**src/rtl/sync_reqack_edge_core.sv**
```systemverilog
// Single-clock model of register-CDC transport: a toggle-based edge propagator
// and a req/ack handshake carried as two-phase toggles through sync chains.
module sync_reqack_edge_core #(
  parameter int SyncStages = 2
) (
  input  logic clk_i,
  input  logic rst_i,
  input  logic edge_i,
  output logic edge_o,
  input  logic src_req_i,
  output logic src_ack_o,
  output logic dst_req_o,
  input  logic dst_ack_i,
  output logic busy_o
);

  logic                  r_tx_tog;
  logic [SyncStages-1:0] r_edge_sync;
  logic                  r_edge_last_q;

  logic                  r_req_tog;
  logic                  r_pending;
  logic [SyncStages-1:0] r_req_sync;

  logic                  r_ack_tog;
  logic [SyncStages-1:0] r_ack_sync;

  logic w_edge_last;
  logic w_req_s;
  logic w_ack_s;
  logic w_start;
  logic w_src_ack;
  logic w_dst_req;
  logic w_dst_take;

  assign w_edge_last = r_edge_sync[SyncStages-1];
  assign w_req_s     = r_req_sync[SyncStages-1];
  assign w_ack_s     = r_ack_sync[SyncStages-1];

  // The handshake is done once the returned ack toggle matches the sent request toggle.
  assign w_src_ack  = r_pending & (w_ack_s == r_req_tog);
  assign w_start    = src_req_i & ~r_pending;
  assign w_dst_req  = w_req_s ^ r_ack_tog;
  assign w_dst_take = w_dst_req & dst_ack_i;

  assign edge_o    = w_edge_last ^ r_edge_last_q;
  assign src_ack_o = w_src_ack;
  assign dst_req_o = w_dst_req;
  assign busy_o    = r_pending;

  always_ff @(posedge clk_i or posedge rst_i) begin
    if (rst_i) begin
      r_tx_tog      <= 1'b0;
      r_edge_sync   <= '0;
      r_edge_last_q <= 1'b0;
      r_req_tog     <= 1'b0;
      r_pending     <= 1'b0;
      r_req_sync    <= '0;
      r_ack_tog     <= 1'b0;
      r_ack_sync    <= '0;
    end else begin
      r_tx_tog       <= r_tx_tog ^ edge_i;
      r_edge_sync[0] <= r_tx_tog;
      r_req_sync[0]  <= r_req_tog;
      r_ack_sync[0]  <= r_ack_tog;
      for (int i = 1; i < SyncStages; i++) begin
        r_edge_sync[i] <= r_edge_sync[i-1];
        r_req_sync[i]  <= r_req_sync[i-1];
        r_ack_sync[i]  <= r_ack_sync[i-1];
      end
      r_edge_last_q <= w_edge_last;

      if (w_start) begin
        r_req_tog <= ~r_req_tog;
      end
      // Completion wins; a request seen during the ack cycle waits one cycle.
      if (w_src_ack) begin
        r_pending <= 1'b0;
      end else if (w_start) begin
        r_pending <= 1'b1;
      end

      if (w_dst_take) begin
        r_ack_tog <= ~r_ack_tog;
      end
    end
  end

endmodule

```
**config.mk**
```make
export PLATFORM = sky130hd
export DESIGN_NAME = sync_reqack_edge_core
export DESIGN_NICKNAME = d
export VERILOG_FILES = /design/src/rtl/sync_reqack_edge_core.sv
export SDC_FILE = /design/constraint.sdc
export NUM_CORES = 1
export LEC_CHECK = 0
export ABC_AREA = 1
export CORE_AREA = 2 2 39 41
export DETAILED_ROUTE_END_ITERATION = 8
export DIE_AREA = 0 0 41 43
export PLACE_DENSITY = 0.54
export SYNTH_ARGS = -nofsm -noshare
export SYNTH_HDL_FRONTEND = slang
export SYNTH_SLANG_ARGS = --single-unit
export TNS_END_PERCENT = 5
```
**constraint.sdc**
```tcl
create_clock -name clk_i -period 0.86 [get_ports clk_i]
set_input_delay 0.172 -clock clk_i [delete_from_list [all_inputs] [get_ports clk_i]]
set_output_delay 0.172 -clock clk_i [all_outputs]
set_load 0.01 [all_outputs]
```
Word level (Yosys, flattened, before mapping)
Index checks and enable logic that the tools add are counted.
{"block": "word_totals", "word_cells": 21, "rom_bits": 0, "n_memories": 0, "reg_bits": 11, "out_inout_bits": 4, "ram_bits": 0, "latch_bits": 0, "input_bits": 5}
{"block": "op_classes", "eq_ne": 1, "n_mul": 0, "div_mod_pow": 0, "order_cmp": 0, "reduce_logical": 1, "n_mux": 2, "addsub": 0, "shifts": 0, "bitwise": 9}
{"cell": "AND 1 bit", "n": 3}
{"cell": "NOT 1 bit", "n": 3}
{"cell": "bitwise XOR 1 bit", "n": 3}
{"cell": "two-way mux 1 bit", "n": 2}
{"cell": "nonzero test 2 bit", "n": 1}
{"cell": "equality test 1 bit", "n": 1}

Logic depth before layout (Yosys ltp)
{"block": "depth", "word_depth": 4, "mapped_depth": 4, "depth_no_buf": 4}

Worst setup path after synthesis
Ideal clock, no wire load.
{"block": "synth_path", "kind": "reg-to-output", "start": "reg r_req_tog", "end": "out src_ack_o", "n_path_buf": 0, "path_slack_ns": -0.025, "t_arrival_ns": 0.713, "path_stages_with_launch": 4, "t_required_ns": 0.688, "path_cell_list": "dfrtp_1 -> inv_1 -> nand2_1 -> a21oi_1"}
{"block": "synth_between", "elab_chain_cells": 2}
{"item": "start: declaration", "line_no": "21", "rtl": "logic r_req_tog;"}
{"item": "start signal: assignment", "line_no": "74", "rtl": "r_req_tog <= ~r_req_tog;"}
{"item": "equality test 1 bit", "line_no": "41", "rtl": "assign w_src_ack = r_pending & (w_ack_s == r_req_tog);"}
{"item": "AND 1 bit", "line_no": "41"}
{"item": "end: declaration", "line_no": "11", "rtl": "output logic src_ack_o,"}
No other way between the ends.

Worst setup path in the final report
Same ends and word-level chain as after synthesis.

==> metrics.cfg <==
[timing]
layout_setup_ws_ns = -0.333
finalHoldViolations = 0
grt_setup_unrepaired = yes
fin_skew_ns = 0.00441
tns_ns = -1.00
relSlewSlack_pct = 91.9
setup_viol = 4
slew_violations = 0
period_needed_ns = 1.19
tightestPinTransition_ns = 0.120
min_period_over_period_pct = 139
fmax_mhz = 838

[cells_and_area]
antenna_cells = 0
register_area_sq_um = 275
multi_input_area_sq_um = 81.3
final_core_util_pct = 40.2
fin_nets = 55
drive_gt1_share_pct = 38.8
final.fill_count = 135
fin_cells = 65
design_area_sq_um = 557
syn2layout_area_growth_pct = 51.9

[setup_path]
reg2reg_depth = 5
required_ns = 0.69
worst_ep_arrival_time_ns = 1.02
path_cells = inv_2, nand2_2, a21oi_2, buf_2
crit_path_top_delay_cell = dfrtp_1
r2r-end = r_req_tog
start_kind = register
r2r_setup_slack_ns = 0.06
crit_type = reg2out
cp-end-kind = output pin
worst-path-max-fanout = 3
worst_path_largest_cell_delay_ns = 0.40
rr_startpoint = busy_o

[synthesis]
synth.area.top_cells = dfrtp_1 (75%), nand2_1 (7.2%), xor2_1 (7.2%), inv_1 (5.1%), nand3_1 (2.7%)
yosys-top-cells-count = dfrtp_1 (11), nand2_1 (7), inv_1 (5), xor2_1 (3), nand3_1 (2)
async_flop_share_pct = 100
ys_seq_elements = 11
synth_area_sq_um = 367
netlist_instances = 30
syn-num-nets = 35
avgSynthCellArea_sq_um = 12.2
yosysMostFrequentCell = dfrtp_1
synth_ff_type = dfrtp_1
yosysUniqueCellTypes = 7
yosysSeqAreaShare_pct = 75.1
yosysTopAreaCell = dfrtp_1
ys_warn_count = 0
yosys.area.top_type_share_pct = 75.1
synth_edf_count = 0

[placement]
post-dp-hpwl_microns = 428
port-buffer-count = 8
gp_congestion = 0.575
dpl_cell_area_sq_um = 520
dp.cells = 59

[routing]
ant_nets = 0
vias = 264
wl_per_cell_microns = 8.74
first_pass_iters = 1
post-route-drc-count = 0
wl_microns = 568
drtIter0Drc = 0
via_per_inst = 4.06

[floorplanning]
io_pins = 9
die_h_microns = 43
core-area_sq_mm = 0.00138
die_area_sq_mm = 0.00176
die_width_microns = 41
start_util_pct = 26.5
rows = 14

[clocking]
cts_buffers = 3
clk_path_buf_depth = 2
cts_tree = yes
clock_sinks = 11
cts-root-buf = clkbuf_4
htreeDepth = 1
clkTransAtPathRegs_ns = 0.06
worst_skew_pair.late_latency_ns = 0.26

[power_and_ir_drop]
p_leak_nw = 0.283
finalPower_w = 0.00201
vdd_drop_max_v = 0.00146
p_per_area_mw_per_mm2 = 3610

[grt]
grt_overflow_total = 0
antenna_found_initial = 0
grt_usage_pct = 9.65
grt_pass1_vias = 290
grt_first_pass_wirelength_microns = 1090
grt_max_degree = 12

[hold_path]
holdCritPathClass = in2async

[status]
violations = negative setup slack
run_status = finished with violations

[job]
drv_cap = 0

==> cells by family (layout without fill, tap and decap cells) <==
family | after synthesis | count (layout) | synth area share [%]
compound gates | 2 | 2 | 2.73
xor+xnor | 3 | 3 | 7.17
buf+inv | 5 | 24 | 5.12
flops | 11 | 11 | 75.1
simple gates | 9 | 9 | 9.90
==> report_power, final <==
group          total, W  switching [W]  internal (W)
sequential     0.000898       0.000134      0.000764
clock          0.000324       0.000145      0.000179
combinational  0.000789       0.000350      0.000439
==> critical path, delay by kind of cell (launching register included) <==
family                 cells  cell delay (ns)
and+or+nand+nor            1             0.06
DFF                        1             0.40
AOI/OAI and AO/OA          1             0.10
buffers and inverters      2             0.20
==> area by class of cell <==
class | count | share of cell area (%)
Timing Repair Buffer | 15 | 24.3
Inverter | 5 | 3.37
Multi-Input combinational cell | 14 | 14.6
Tap cell | 16 | 3.60
Sequential cell | 11 | 49.4
Clock buffer | 4 | 4.72
==> metrics by stage <==
stage / hold WS, ns / setup WS, ns
after floorplan: 0.0244 / 0.0130
after global placement: 0.333 / -0.456
after detailed placement: 0.339 / -0.499
after CTS: 0.200 / -0.346
after global routing: 0.234 / -0.394
final: 0.209 / -0.333
==> layer usage <==
| metal | GRT usage (%) | vias to the layer above | wire length [microns] |
|---|---|---|---|
| met5 | 0 | - | 0 |
| met4 | 6.00 | 0 | 0 |
| met3 | 4.71 | 0 | 42 |
| met2 | 14.7 | 8 | 301 |
| met1 | 10.0 | 124 | 224 |
| li1 | - | 132 | - |
==> sequential cells by signal, summed over array words and instances (netlist names) <==
| register | flops |
|---|---|
| r_ack_sync | 2 |
| r_edge_sync | 2 |
| r_req_sync | 2 |
| busy_o | 1 |
| r_ack_tog | 1 |
| r_edge_last_q | 1 |
| r_req_tog | 1 |
| r_tx_tog | 1 |
==> cell usage in the layout, fill, tap and decap left out <==
cell and instances:
dfrtp_1 11, nand2_1 5, buf_4 5, clkdlybuf4s50_1 4, inv_1 3, xor2_1 3
clkbuf_4 3, buf_2 3, inv_2 2, nand2_2 2, nand3_1 2, buf_6 2
o21ai_0 1, a21oi_2 1, clkbuf_1 1, buf_12 1
==> worst max-delay path by stage <==
stage | depth (start not counted) | from | end
floorplan | 3 | r_req_tog | src_ack_o
global placement | 4 | r_req_tog | src_ack_o
detailed placement | 4 | r_req_tog | src_ack_o
CTS | 4 | r_req_tog | src_ack_o
global route | 3 | r_req_tog | src_ack_o
finish | 4 | r_req_tog | src_ack_o
==> repair_timing <==
action / 4_1_cts / 5_1_grt
setup buffers: 2 / 0
hold buffers: 0 / 0
pin swaps: 0 / 0
gates resized for setup: 19 / 3
endpoints found under the setup margin: 4 / 5
(Power assumes the default switching activity.)
